### config.mk
export PLATFORM = sky130hd
export DESIGN_NAME = serial_add_ctrl
export DESIGN_NICKNAME = d
export VERILOG_FILES = /design/src/rtl/serial_add_ctrl_pkg.sv /design/src/rtl/fa_bit.sv /design/src/rtl/serial_add_ctrl.sv
export SDC_FILE = /design/constraint.sdc
export NUM_CORES = 1
export LEC_CHECK = 0
export ABC_AREA = 1
export CAP_MARGIN = 20
export CORE_MARGIN = 2
export CORE_UTILIZATION = 56
export CTS_BUF_LIST = sky130_fd_sc_hd__clkbuf_4
export DETAILED_ROUTE_END_ITERATION = 8
export GPL_TIMING_DRIVEN = 0
export PLACE_DENSITY = 0.86
export SLEW_MARGIN = 20
export SYNTH_ARGS = -nofsm -noshare
export SYNTH_HDL_FRONTEND = slang
export SYNTH_SLANG_ARGS = --single-unit
### constraint.sdc
create_clock -name clk -period 1.87 [get_ports clk]
set_input_delay 0.2805 -clock clk [delete_from_list [all_inputs] [get_ports clk]]
set_output_delay 0.2805 -clock clk [all_outputs]
set_load 0.03 [all_outputs]
### src/rtl/serial_add_ctrl_pkg.sv
// Shared types and defaults for the bit-serial adder controller.
package serial_add_ctrl_pkg;

    localparam int DEFAULT_WIDTH = 8;

    typedef enum logic [1:0] {
        IDLE  = 2'd0,
        SHIFT = 2'd1,
        DONE  = 2'd2
    } state_t;

endpackage

### src/rtl/fa_bit.sv
// One-bit full adder slice used by the serial adder datapath; purely combinational.
module fa_bit (
    input  logic x,
    input  logic y,
    input  logic ci,
    output logic s,
    output logic co
);

    assign s  = x ^ y ^ ci;
    assign co = (x & y) | (ci & (x ^ y));

endmodule

### src/rtl/serial_add_ctrl.sv
// Bit-serial adder: accepts two operands plus carry-in, adds LSB-first over
// WIDTH cycles through a single full-adder slice, then holds the result.
//
// state | meaning
// ------+-----------------------------------------------------------
// IDLE  | ready for a new operation (start_ready=1)
// SHIFT | one operand bit pair per cycle through the adder slice
// DONE  | result held on sum/cout until consumer takes it
module serial_add_ctrl
    import serial_add_ctrl_pkg::*;
#(
    parameter int WIDTH = DEFAULT_WIDTH
) (
    input  logic             clk,
    input  logic             rst,
    input  logic             start_valid,
    output logic             start_ready,
    input  logic [WIDTH-1:0] a,
    input  logic [WIDTH-1:0] b,
    input  logic             cin,
    output logic             res_valid,
    input  logic             res_ready,
    output logic [WIDTH-1:0] sum,
    output logic             cout,
    output logic             busy
);

    localparam int CW = $clog2(WIDTH + 1);
    localparam logic [CW-1:0] LAST_BIT = CW'(WIDTH - 1);

    state_t           state;
    logic [WIDTH-1:0] op_a;
    logic [WIDTH-1:0] op_b;
    logic [WIDTH-1:0] res_q;
    logic [WIDTH-1:0] res_shifted;
    logic             carry_q;
    logic [CW-1:0]    cnt;
    logic             fa_sum;
    logic             fa_carry;

    fa_bit u_fa (
        .x  (op_a[0]),
        .y  (op_b[0]),
        .ci (carry_q),
        .s  (fa_sum),
        .co (fa_carry)
    );

    // Result fills from the top so after WIDTH shifts bit 0 lands at bit 0;
    // written this way so WIDTH=1 needs no special case.
    always_comb begin
        res_shifted = res_q >> 1;
        res_shifted[WIDTH-1] = fa_sum;
    end

    always_ff @(posedge clk) begin
        if (rst) begin
            state       <= IDLE;
            start_ready <= 1'b1;
            res_valid   <= 1'b0;
            busy        <= 1'b0;
            op_a        <= '0;
            op_b        <= '0;
            res_q       <= '0;
            carry_q     <= 1'b0;
            cnt         <= '0;
        end else begin
            case (state)
                IDLE: begin
                    if (start_valid) begin
                        op_a        <= a;
                        op_b        <= b;
                        carry_q     <= cin;
                        res_q       <= '0;
                        cnt         <= '0;
                        state       <= SHIFT;
                        start_ready <= 1'b0;
                        busy        <= 1'b1;
                    end
                end
                SHIFT: begin
                    op_a    <= op_a >> 1;
                    op_b    <= op_b >> 1;
                    carry_q <= fa_carry;
                    res_q   <= res_shifted;
                    // Final increment reaches WIDTH, which still fits in CW bits.
                    cnt     <= cnt + CW'(1);
                    if (cnt == LAST_BIT) begin
                        state     <= DONE;
                        res_valid <= 1'b1;
                    end
                end
                DONE: begin
                    if (res_ready) begin
                        state       <= IDLE;
                        res_valid   <= 1'b0;
                        busy        <= 1'b0;
                        start_ready <= 1'b1;
                    end
                end
                default: begin
                    state       <= IDLE;
                    start_ready <= 1'b1;
                    res_valid   <= 1'b0;
                    busy        <= 1'b0;
                end
            endcase
        end
    end

    assign sum  = res_q;
    assign cout = carry_q;

endmodule

==> impl_metrics.toml <==
[pwr]
leakagePower_nw = 0.814
power.share.clock = 0.247
p_int_mw = 1.06
power.share.switching = 0.313
max-vdd-ir-drop_mv = 0.756
total_switching_power_uw = 485
part_of_the_power_in_combinational_logic = 0.236
cellPowerDensity_nw_per_um2 = 795
pwr-share-seq = 0.517
p_total_mw = 1.55

[clocking]
post_cts_resize_count = 0
post-cts-setup-buffer-count = 0
clock_path_buffers = 2
clock_sinks = 34
clock_tree.root_cell = "sky130_fd_sc_hd__clkbuf_4"
hold_fix_buffer_count_after_cts = 0
tritoncts = "done"
h_tree_levels = 2
worst_skew_pair.late_latency_ns = 0.33
cts.reportedPaths.clkPinSlew_ns = 0.10
tritoncts.num_buffers = 5

[routing]
drt-initial-drc-count = 33
totalWireLength_microns = 3100
vias_per_cell = 5.12
wl_per_cell_microns = 11.4
dr_wl_met2_microns = 1400
first_pass_iters = 4
dr_wl_met3_microns = 131
wl_met1_microns = 1500
vias = 1388
antenna_violating_nets_post_route = 0
topRoutingLayerUsed = "met4"
route.detailed.drc = 0

[placed_design]
post-place-cells = 263
post-place-ws_ns = 0.244
place.port_buffers = 31
place.gp.congestion = 0.783
dpl_cell_area_sq_um = 1900
dpl.hpwl_microns = 2210

[sta]
number_of_hold_violations_in_the_final_report = 0
max_freq_mhz = 589
setup_viol_count_final = 0
finalSetupTns_ns = 0
unrepaired_setup_endpoints_after_global_routing = "no"
period_minus_slack_ns = 1.70
final.period_utilization = 0.909
relSlewSlack = 0.580
fin_hold_ws_ns = 0.219
finClkSkew_ns = 0.00717
report.final.slew_viol_count = 0
setup_ws_ns = 0.171
actual_slew_at_the_worst_max_slew_pin_ns = 0.630

[critical_path]
crit_buf_inv = 1
cp_data_required_time_ns = 1.59
crit_path_start_kind = "register"
regToRegSetupSlack_ns = 0.47
max_stage_delay_ns = 0.70
worst_path_max_delay_cell = "sky130_fd_sc_hd__clkdlybuf4s50_1"
cp.arrival_ns = 1.42
critical-path-top-delay-family = "buffers and inverters"
crit_path_max_fanout = 3
critPathCaptureType = "output pin"
worst-setup-path-type = "reg2out"
timing.critical_path.cells = "clkdlybuf4s50_1"

[logic_synthesis]
syn_area_per_cell_sq_um = 7.70
netlist.area_leader.share = 0.440
top_area_cells_in_the_synthesized_netlist = "sky130_fd_sc_hd__dfxtp_1 (44%), sky130_fd_sc_hd__nand2_1 (16%), sky130_fd_sc_hd__a21oi_2 (5.7%)"
synthesis.yosys.warnings = 0
syn-num-nets = 224
ys_ff_latch = 34
synthCells = 201
yosys.cell_types.count = 25
synth_area_sq_um = 1550
synthDominantAreaCellType = "sky130_fd_sc_hd__dfxtp_1"
seq_area_frac_synth = 0.440

[finish]
drive_gt1_frac = 0.171
nNetsFinal = 262
n_antenna_cell = 0
post_layout_nonfiller_instances = 271
mostFrequentLayoutCell = "sky130_fd_sc_hd__nand2_1"
layout.filler_cells = 233
layout-area-overhead-vs-synth_pct = 26.0
stdcell_area_sq_um = 1950
layout.cells.most_common_list = "sky130_fd_sc_hd__nand2_1 (66), sky130_fd_sc_hd__dfxtp_1 (34), sky130_fd_sc_hd__clkdlybuf4s50_1 (31), sky130_fd_sc_hd__a21oi_1 (17), sky130_fd_sc_hd__nor2_1 (16)"
final_util = 0.726

[grt]
antenna_violations_before_repair = 0
grt_usage = 0.221
grt_remaining_overflow = 0
grt_start_max_net_pins = 12
vias_in_the_first_global_route = 1294
first_pass_grt_wire_length_microns = 5460

[die]
ios = 33
floorplan.initialDensity = 0.576
horizontal_die_dimension_microns = 56.6
die-area_sq_um = 3200
floorplan.core_area_sq_um = 2690
num_rows = 19
die_outline_height_microns = 56.6

[outcome]
status = "finished clean"

[job]
cap_viol_max_count = 0

[hold_path]
hold_path.class = "in2reg"
==> worst paths after layout <==
path | start | to | cells past startpoint
setup / recovery | sum[7] | sum[7] | 1
hold / removal | rst | sum[2] | 2
setup reg to reg | cout | sum[7] | 4
hold reg to reg | op_b[7] | op_b[7] | 2
==> cells in the mapped netlist (all sizes together) <==
library cell	instances
clkbuf	1
nand2	77
a21oi	27
o21ai	5
or2	1
nand3b	1
o21a	1
ha	1
fa	1
dfxtp	34
inv	14
nand3	12
nor2	19
buf	7
==> cells by family (layout without fill, tap and decap cells) <==
| logic type | Yosys count | after routing | synth area share |
|---|---|---|---|
| AOI/OAI and AO/OA | 33 | 33 | 0.133 |
| DFF | 34 | 34 | 0.440 |
| buffers and inverters | 22 | 61 | 0.0760 |
| adders and majority gates | 2 | 2 | 0.0210 |
| and+or+nand+nor | 110 | 110 | 0.331 |
==> power by group through the flow <==
stage	sequential [mW]	clock, mW	combinational [mW]
floorplan	0.834	0	0.234
finish	0.801	0.383	0.366
global route	0.808	0.432	0.407
global placement	0.816	0	0.361
detailed placement	0.818	0	0.368
CTS	0.801	0.390	0.370
==> state kept, by name, summed over array words and instances (netlist names) <==
signal       cells
cnt              4
op_b             8
busy             1
start_ready      1
res_valid        1
sum              8
state            2
op_a             8
cout             1
==> layer usage <==
metal,GRT usage,vias up
li1,-,714
met1,0.279,627
met2,0.349,39
met3,0.0507,8
met4,0.116,0
met5,0,-
==> final cells by class <==
type / count / area [sq um] / area share
clock buffer: 5 / 37.5 / 0.0192
timing repair buffer: 31 / 310 / 0.159
clock inverter: 3 / 16.3 / 0.00834
buffer: 8 / 65.1 / 0.0334
tap: 31 / 38.8 / 0.0199
sequential: 34 / 681 / 0.349
inverter: 14 / 52.6 / 0.0269
multi-input combinational: 145 / 749 / 0.384
No activity file was read; power rests on OpenSTA's default activity.
